==> config.mk <==
export PLATFORM = sky130hd
export DESIGN_NAME = serial_tx4_flat
export DESIGN_NICKNAME = d
export VERILOG_FILES = /design/src/rtl/serial_tx4_if.sv /design/src/rtl/serial_tx4.sv /design/src/flat_wrapper.sv
export SDC_FILE = /design/constraint.sdc
export NUM_CORES = 1
export LEC_CHECK = 0
export BUFFER_PORTS_ARGS = -buffer_cell sky130_fd_sc_hd__buf_4
export CAP_MARGIN = 20
export CORE_AREA = 2 2 39 41
export DETAILED_ROUTE_END_ITERATION = 10
export DIE_AREA = 0 0 41 43
export GPL_TIMING_DRIVEN = 1
export SLEW_MARGIN = 5
export SYNTH_ARGS = -nofsm -noshare
export SYNTH_HDL_FRONTEND = slang
export SYNTH_SLANG_ARGS = --single-unit
==> constraint.sdc <==
create_clock -name clk -period 2.2 [get_ports clk]
set_input_delay 0.11 -clock clk [delete_from_list [all_inputs] [get_ports clk]]
set_output_delay 0.11 -clock clk [all_outputs]
set_load 0.02 [all_outputs]
==> src/rtl/serial_tx4_if.sv <==
// rtl/serial_tx4_if.sv - word handshake between a producer and serial_tx4
//
// Purpose: groups the valid/ready word offer into one bundle.
// Signals:
//   in_valid  producer offers a word
//   in_data   DATA_W-bit word to serialize
//   in_left   direction sampled with the word (0 = right/LSB first, 1 = left/MSB first)
//   in_ready  consumer can accept a word
// Modports: master = producer side, slave = serial_tx4 side.
interface serial_tx4_if #(
  parameter int DATA_W = 4
);
  logic              in_valid;
  logic [DATA_W-1:0] in_data;
  logic              in_left;
  logic              in_ready;

  modport master (output in_valid, output in_data, output in_left, input in_ready);
  modport slave  (input in_valid, input in_data, input in_left, output in_ready);
endinterface

==> src/rtl/serial_tx4.sv <==
// rtl/serial_tx4.sv - parallel-to-serial sequencer feeding a 4-bit universal shift register
//
// Purpose: accepts a DATA_W-bit word and replays it one bit per cycle on the
// serial-entry side of a downstream shift register (sr/ir or sl/il), so that
// after the last strobe the register holds exactly the accepted word.
// Optional feature: define SERIAL_TX_CLEAR_EN to add a one-cycle CLR state
// that pulses cl before every transfer.
// Ports:
//   clk, rst_n  clock, asynchronous active-low reset
//   in_if       slave side of the word handshake (in_valid/in_data/in_left/in_ready)
//   flush       synchronous abort back to IDLE, no done
//   cl          clear strobe to the downstream register
//   sr, ir      right-shift strobe and serial bit entering the register MSB
//   sl, il      left-shift strobe and serial bit entering the register LSB
//   busy        transfer in progress
//   done        one-cycle registered pulse after the last shift
module serial_tx4 #(
  parameter int DATA_W = 4
) (
  input  logic         clk,
  input  logic         rst_n,
  serial_tx4_if.slave  in_if,
  input  logic         flush,
  output logic         cl,
  output logic         sr,
  output logic         ir,
  output logic         sl,
  output logic         il,
  output logic         busy,
  output logic         done
);

  localparam int CNT_W = $clog2(DATA_W);
  localparam logic [CNT_W-1:0] LAST = CNT_W'(DATA_W - 1);

`ifdef SERIAL_TX_CLEAR_EN
  typedef enum logic [1:0] {S_IDLE, S_CLR, S_SHIFT} state_t;
`else
  typedef enum logic [1:0] {S_IDLE, S_SHIFT} state_t;
`endif

  state_t            state, state_nx;
  logic [DATA_W-1:0] shreg;
  logic [CNT_W-1:0]  cnt;
  logic              left;
  logic              done_nx;
  logic              ld;
  logic              shift_en;

  always_ff @(posedge clk or negedge rst_n) begin
    if (!rst_n) begin
      state <= S_IDLE;
      shreg <= '0;
      cnt   <= '0;
      left  <= 1'b0;
      done  <= 1'b0;
    end else begin
      state <= state_nx;
      done  <= done_nx;
      if (ld) begin
        shreg <= in_if.in_data;
        left  <= in_if.in_left;
        cnt   <= '0;
      end else if (shift_en) begin
        // The bit just presented leaves the buffer; the next one moves to the exit end.
        shreg <= left ? (shreg << 1) : (shreg >> 1);
        cnt   <= cnt + 1'b1;
      end
    end
  end

  always_comb begin
    state_nx = state;
    done_nx  = 1'b0;
    ld       = 1'b0;
    shift_en = 1'b0;
    if (flush) begin
      // Abort wins over everything, including an offer made while idle.
      state_nx = S_IDLE;
    end else begin
      case (state)
        S_IDLE: begin
          if (in_if.in_valid) begin
            ld = 1'b1;
`ifdef SERIAL_TX_CLEAR_EN
            state_nx = S_CLR;
`else
            state_nx = S_SHIFT;
`endif
          end
        end
`ifdef SERIAL_TX_CLEAR_EN
        S_CLR: state_nx = S_SHIFT;
`endif
        S_SHIFT: begin
          shift_en = 1'b1;
          if (cnt == LAST) begin
            state_nx = S_IDLE;
            done_nx  = 1'b1;
          end
        end
        default: state_nx = S_IDLE;
      endcase
    end
  end

  // Outputs come from registered state only; the serial bits are gated by their strobe.
  assign in_if.in_ready = (state == S_IDLE);
  assign busy           = (state != S_IDLE);
  assign sr             = (state == S_SHIFT) && !left;
  assign sl             = (state == S_SHIFT) && left;
  assign ir             = sr & shreg[0];
  assign il             = sl & shreg[DATA_W-1];
`ifdef SERIAL_TX_CLEAR_EN
  assign cl             = (state == S_CLR);
`else
  assign cl             = 1'b0;
`endif

endmodule

==> src/flat_wrapper.sv <==
// flat-port wrapper written by rule: the top's interface ports become plain ports
module serial_tx4_flat 
#(
  parameter int DATA_W = 4
)
  (clk, rst_n, flush, cl, sr, ir, sl, il, busy, done, in_if_in_valid, in_if_in_data, in_if_in_left, in_if_in_ready);
  serial_tx4_if #(.DATA_W(DATA_W)) in_if_i ();
  input  logic clk;
  input  logic rst_n;
  input  logic flush;
  output logic cl;
  output logic sr;
  output logic ir;
  output logic sl;
  output logic il;
  output logic busy;
  output logic done;
  input wire logic [$bits(in_if_i.in_valid)-1:0] in_if_in_valid;
  input wire logic [$bits(in_if_i.in_data)-1:0] in_if_in_data;
  input wire logic [$bits(in_if_i.in_left)-1:0] in_if_in_left;
  output wire logic [$bits(in_if_i.in_ready)-1:0] in_if_in_ready;
  assign in_if_i.in_valid = in_if_in_valid;
  assign in_if_i.in_data = in_if_in_data;
  assign in_if_i.in_left = in_if_in_left;
  assign in_if_in_ready = in_if_i.in_ready;
  serial_tx4 #(.DATA_W(DATA_W)) u_core (.clk(clk), .rst_n(rst_n), .in_if(in_if_i), .flush(flush), .cl(cl), .sr(sr), .ir(ir), .sl(sl), .il(il), .busy(busy), .done(done));
endmodule
==> impl_metrics.prom <==
# TYPE chip_impl_metric gauge
chip_impl_metric{name="cts_inserted_buffers",unit=""} 3
chip_impl_metric{name="floorplan.core_area",unit="mm^2"} 0.00138
chip_impl_metric{name="cell_internal_pwr",unit="mW"} 0.337
chip_impl_metric{name="clock_latency",unit="ns"} 0.27
chip_impl_metric{name="die_y",unit="um"} 43
chip_impl_metric{name="ys_ff_latch",unit=""} 9
chip_impl_metric{name="syn_area_per_cell",unit="um^2"} 10.1
chip_impl_metric{name="wire_per_inst",unit="um"} 11.7
chip_impl_metric{name="grtUsageTotal",unit="%"} 12.5
chip_impl_metric{name="total_grt_overflow",unit=""} 0
chip_impl_metric{name="area.growth.synth_to_final",unit="%"} 28.7
chip_impl_metric{name="route.detailed.drc",unit=""} 0
chip_impl_metric{name="placement.io_buffers",unit=""} 15
chip_impl_metric{name="cp_max_fo",unit=""} 12
chip_impl_metric{name="final.setup.worst_slack",unit="ns"} 0.889
chip_impl_metric{name="drtAntennaViolNets",unit=""} 0
chip_impl_metric{name="initial_cell_density_of_the_core",unit="%"} 35.9
chip_impl_metric{name="average_vias_per_placed_instance",unit=""} 4.98
chip_impl_metric{name="power.combinational.fraction",unit="%"} 26.2
chip_impl_metric{name="max_stage_delay",unit="ns"} 0.51
chip_impl_metric{name="synth_edf_count",unit=""} 0
chip_impl_metric{name="post_cts_resize_count",unit=""} 0
chip_impl_metric{name="fill_cell_total_of_the_finished_layout",unit=""} 145
chip_impl_info{name="synthFlopType",value="sky130_fd_sc_hd__dfrtp_1"} 1
chip_impl_metric{name="tns",unit="ns"} 0
chip_impl_info{name="critical_path.slowest_cell",value="sky130_fd_sc_hd__dfrtp_1"} 1
chip_impl_metric{name="worst-endpoint-required",unit="ns"} 2.09
chip_impl_metric{name="design.die.area",unit="mm^2"} 0.00176
chip_impl_metric{name="power_per_cell_area",unit="mW/mm^2"} 761
chip_impl_info{name="timing.critical_path.from_type",value="register"} 1
chip_impl_info{name="setup_repair_after_global_routing_missed_its_margin",value="false"} 1
chip_impl_metric{name="number_of_buffers_between_clock_root_and_the_deepest_sink",unit=""} 2
chip_impl_info{name="critPathLaunch",value="u_core.state[0]$_DFFE_PN0P_"} 1
chip_impl_metric{name="cp.buffers_inverters",unit=""} 2
chip_impl_metric{name="drt_pre_antenna_iters",unit=""} 4
chip_impl_info{name="synth.largest_area_cell",value="sky130_fd_sc_hd__dfrtp_1"} 1
chip_impl_metric{name="routed_wirelength",unit="um"} 959
chip_impl_metric{name="multiInputGateArea",unit="um^2"} 234
chip_impl_metric{name="final_cells",unit=""} 82
chip_impl_info{name="r2r_start",value="u_core.state[0]$_DFFE_PN0P_"} 1
chip_impl_info{name="critical-path-top-delay-family",value="flip-flops"} 1
chip_impl_metric{name="fin_crit_sh",unit="%"} 59.6
chip_impl_metric{name="hold_viol",unit=""} 0
chip_impl_metric{name="num_antenna_cells",unit=""} 0
chip_impl_metric{name="finalMaxSlewViolations",unit=""} 0
chip_impl_info{name="cts_tree",value="built"} 1
chip_impl_metric{name="synthesis.yosys.warnings",unit=""} 0
chip_impl_metric{name="die-width",unit="um"} 41
chip_impl_metric{name="final-setup-viol-count",unit=""} 0
chip_impl_metric{name="nNetsFinal",unit=""} 77
chip_impl_metric{name="gp_congestion",unit=""} 0.741
chip_impl_metric{name="fmax",unit="MHz"} 763
chip_impl_info{name="post_synth_main_area_contributors",value="sky130_fd_sc_hd__dfrtp_1 (45%), sky130_fd_sc_hd__nor2b_1 (6.3%), sky130_fd_sc_hd__a21oi_1 (4.0%)"} 1
chip_impl_info{name="outcome",value="finished, final reports clean"} 1
chip_impl_metric{name="first_global_vias",unit=""} 346
chip_impl_metric{name="synth_cell_type_count",unit=""} 25
chip_impl_metric{name="clock_transition_time_at_the_flip_flop_clock_pins_of_the_worst_setup_and_hold_paths",unit="ns"} 0.06
chip_impl_metric{name="async_reset_ff_share",unit="%"} 100
chip_impl_metric{name="synth_largest_type_area_fraction",unit="%"} 45.3
chip_impl_metric{name="postSynthCellCount",unit=""} 49
chip_impl_metric{name="peakVddDrop",unit="uV"} 277
chip_impl_metric{name="post-place-cells",unit=""} 77
chip_impl_metric{name="fin_crit",unit="ns"} 1.31
chip_impl_metric{name="grt_max_degree",unit=""} 13
chip_impl_info{name="clock_tree.root_cell",value="sky130_fd_sc_hd__clkbuf_4"} 1
chip_impl_metric{name="ios",unit=""} 17
chip_impl_metric{name="place_hpwl",unit="um"} 741
chip_impl_metric{name="synth_seq_area_share",unit="%"} 45.3
chip_impl_metric{name="portion_of_total_power_attributed_to_sequential_cells",unit="%"} 47.0
chip_impl_metric{name="detailed_route_via_count",unit=""} 408
chip_impl_metric{name="antenna_violations_before_repair",unit=""} 0
chip_impl_metric{name="skew",unit="ns"} 0.00442
chip_impl_metric{name="whs",unit="ns"} 0.0490
chip_impl_info{name="sort_of_element_at_the_end_of_the_critical_path",value="primary output"} 1
chip_impl_metric{name="layout.area.seq",unit="um^2"} 225
chip_impl_metric{name="clockPowerShare",unit="%"} 26.8
chip_impl_metric{name="cp_data_arrival_time",unit="ns"} 1.20
chip_impl_metric{name="proportion_of_layout_cells_with_a_drive_suffix_above_1",unit="%"} 31.8
chip_impl_metric{name="drv.max_cap_violation_count",unit=""} 0
chip_impl_metric{name="postSynthNetCount",unit=""} 59
chip_impl_metric{name="cts_sinks",unit=""} 9
chip_impl_metric{name="row_count",unit=""} 14
chip_impl_metric{name="power_leakage",unit="nW"} 0.321
chip_impl_info{name="worstSetupPathType",value="register to primary output"} 1
chip_impl_metric{name="p_sw_share",unit="%"} 30.8
chip_impl_info{name="worstHoldStart",value="flush"} 1
chip_impl_info{name="critical_path.cell_chain",value="inv_1, nor2_1, buf_4"} 1
chip_impl_metric{name="detailedRoute.firstIterationViolations",unit=""} 7
chip_impl_metric{name="net-switching-power",unit="mW"} 0.150
chip_impl_metric{name="grt_first_pass_wirelength",unit="um"} 1440
chip_impl_metric{name="pre_cts_slack",unit="ns"} 0.957
chip_impl_metric{name="syn_area",unit="um^2"} 497
chip_impl_info{name="min_path_type",value="input pin to register"} 1
chip_impl_metric{name="number_of_h_tree_levels",unit=""} 1
through the flow:
| step | util, % | total power, mW | cell area (um^2) |
|---|---|---|---|
| floorplan | - | 0.321 | 497 |
| global route | 46.2 | 0.516 | 639 |
| finish | 46.2 | 0.487 | 639 |
| detailed placement | 43.6 | 0.360 | 603 |
| global placement | 43.6 | 0.358 | 603 |
| CTS | 46.2 | 0.493 | 639 |
cell usage in the layout (no fill, tap or decap):
cell type / n
sky130_fd_sc_hd__a21oi_1: 4
sky130_fd_sc_hd__a221oi_1: 1
sky130_fd_sc_hd__a22o_1: 1
sky130_fd_sc_hd__a22oi_1: 1
sky130_fd_sc_hd__a32oi_1: 2
sky130_fd_sc_hd__and2_1: 1
sky130_fd_sc_hd__and2b_2: 1
sky130_fd_sc_hd__and3_1: 2
sky130_fd_sc_hd__buf_4: 15
sky130_fd_sc_hd__clkbuf_1: 1
sky130_fd_sc_hd__clkbuf_4: 3
sky130_fd_sc_hd__conb_1: 1
sky130_fd_sc_hd__dfrtp_1: 9
sky130_fd_sc_hd__dlygate4sd3_1: 1
sky130_fd_sc_hd__ha_1: 1
sky130_fd_sc_hd__inv_1: 3
sky130_fd_sc_hd__mux2_1: 1
sky130_fd_sc_hd__mux2_2: 1
sky130_fd_sc_hd__mux2_4: 1
sky130_fd_sc_hd__mux2i_1: 1
sky130_fd_sc_hd__nand2b_1: 1
sky130_fd_sc_hd__nor2_1: 4
sky130_fd_sc_hd__nor2b_1: 5
sky130_fd_sc_hd__nor3_1: 1
sky130_fd_sc_hd__o21ai_0: 2
sky130_fd_sc_hd__o21ai_1: 1
sky130_fd_sc_hd__o21bai_1: 1
path summary, 6_finish.rpt:
| path | to | slack [ns] | cells after the start |
|---|---|---|---|
| max in group asynchronous | u_core.shreg[2]$_DFFE_PN0P_ | 1.87 | 2 |
| max | sl | 0.89 | 3 |
| min in group asynchronous | u_core.state[0]$_DFFE_PN0P_ | 0.19 | 2 |
| min | u_core.state[0]$_DFFE_PN0P_ | 0.05 | 2 |
| max reg2reg | u_core.shreg[3]$_DFFE_PN0P_ | 0.94 | 3 |
| min reg2reg | u_core.cnt[1]$_DFFE_PN0P_ | 0.51 | 1 |
cell families after synthesis:
group,after synthesis,synth area share [%]
adders and majority gates,1,2.52
and+or+nand+nor,15,17.1
other,1,0.755
AOI/OAI and AO/OA,13,17.1
DFF,9,45.3
muxes,4,9.57
buffers and inverters,6,7.56
what timing repair did:
item	4_1_cts	5_1_grt
setup buffers	0	0
hold endpoints to repair	9	0
hold buffers	1	0
state kept, by name, summed over array words and instances (netlist names):
register      cells
u_core.shreg      4
u_core.state      1
u_core.left       1
u_core.done       1
u_core.cnt        2
cells in the mapped netlist (2+ instances only):
cell type                 instances
sky130_fd_sc_hd__a21oi_1          4
sky130_fd_sc_hd__a32oi_1          2
sky130_fd_sc_hd__and3_1           2
sky130_fd_sc_hd__buf_4            2
sky130_fd_sc_hd__dfrtp_1          9
sky130_fd_sc_hd__inv_1            3
sky130_fd_sc_hd__nor2_1           4
sky130_fd_sc_hd__nor2b_1          5
sky130_fd_sc_hd__o21ai_0          2
layer usage:
metal / GRT usage (%) / wire (um)
met1: 16.1 / 423
met2: 17.8 / 427
met3: 3.14 / 80
met4: 8.00 / 27
met5: 0 / 0
cell type report:
| cell class | count | share of cell area (%) |
|---|---|---|
| Inverter | 3 | 1.76 |
| Timing Repair Buffer | 16 | 19.2 |
| Sequential cell | 9 | 35.2 |
| Multi-Input combinational cell | 34 | 36.6 |
| Clock buffer | 4 | 4.11 |
| Tap cell | 16 | 3.13 |
power by group through the flow:
stage	clock, mW	sequential, mW	combinational, mW
final	0.130	0.229	0.128
after global routing	0.143	0.234	0.139
after CTS	0.134	0.229	0.130
after detailed placement	0	0.232	0.128
after global placement	0	0.231	0.127
after floorplan	0	0.218	0.103
worst register-to-register path: stages (launching register included):
cell and delay [ns]:
sky130_fd_sc_hd__dfrtp_1 0.51, sky130_fd_sc_hd__nor2b_1 0.42, sky130_fd_sc_hd__a32oi_1 0.16, sky130_fd_sc_hd__o21ai_0 0.09
(Power assumes the default switching activity.)
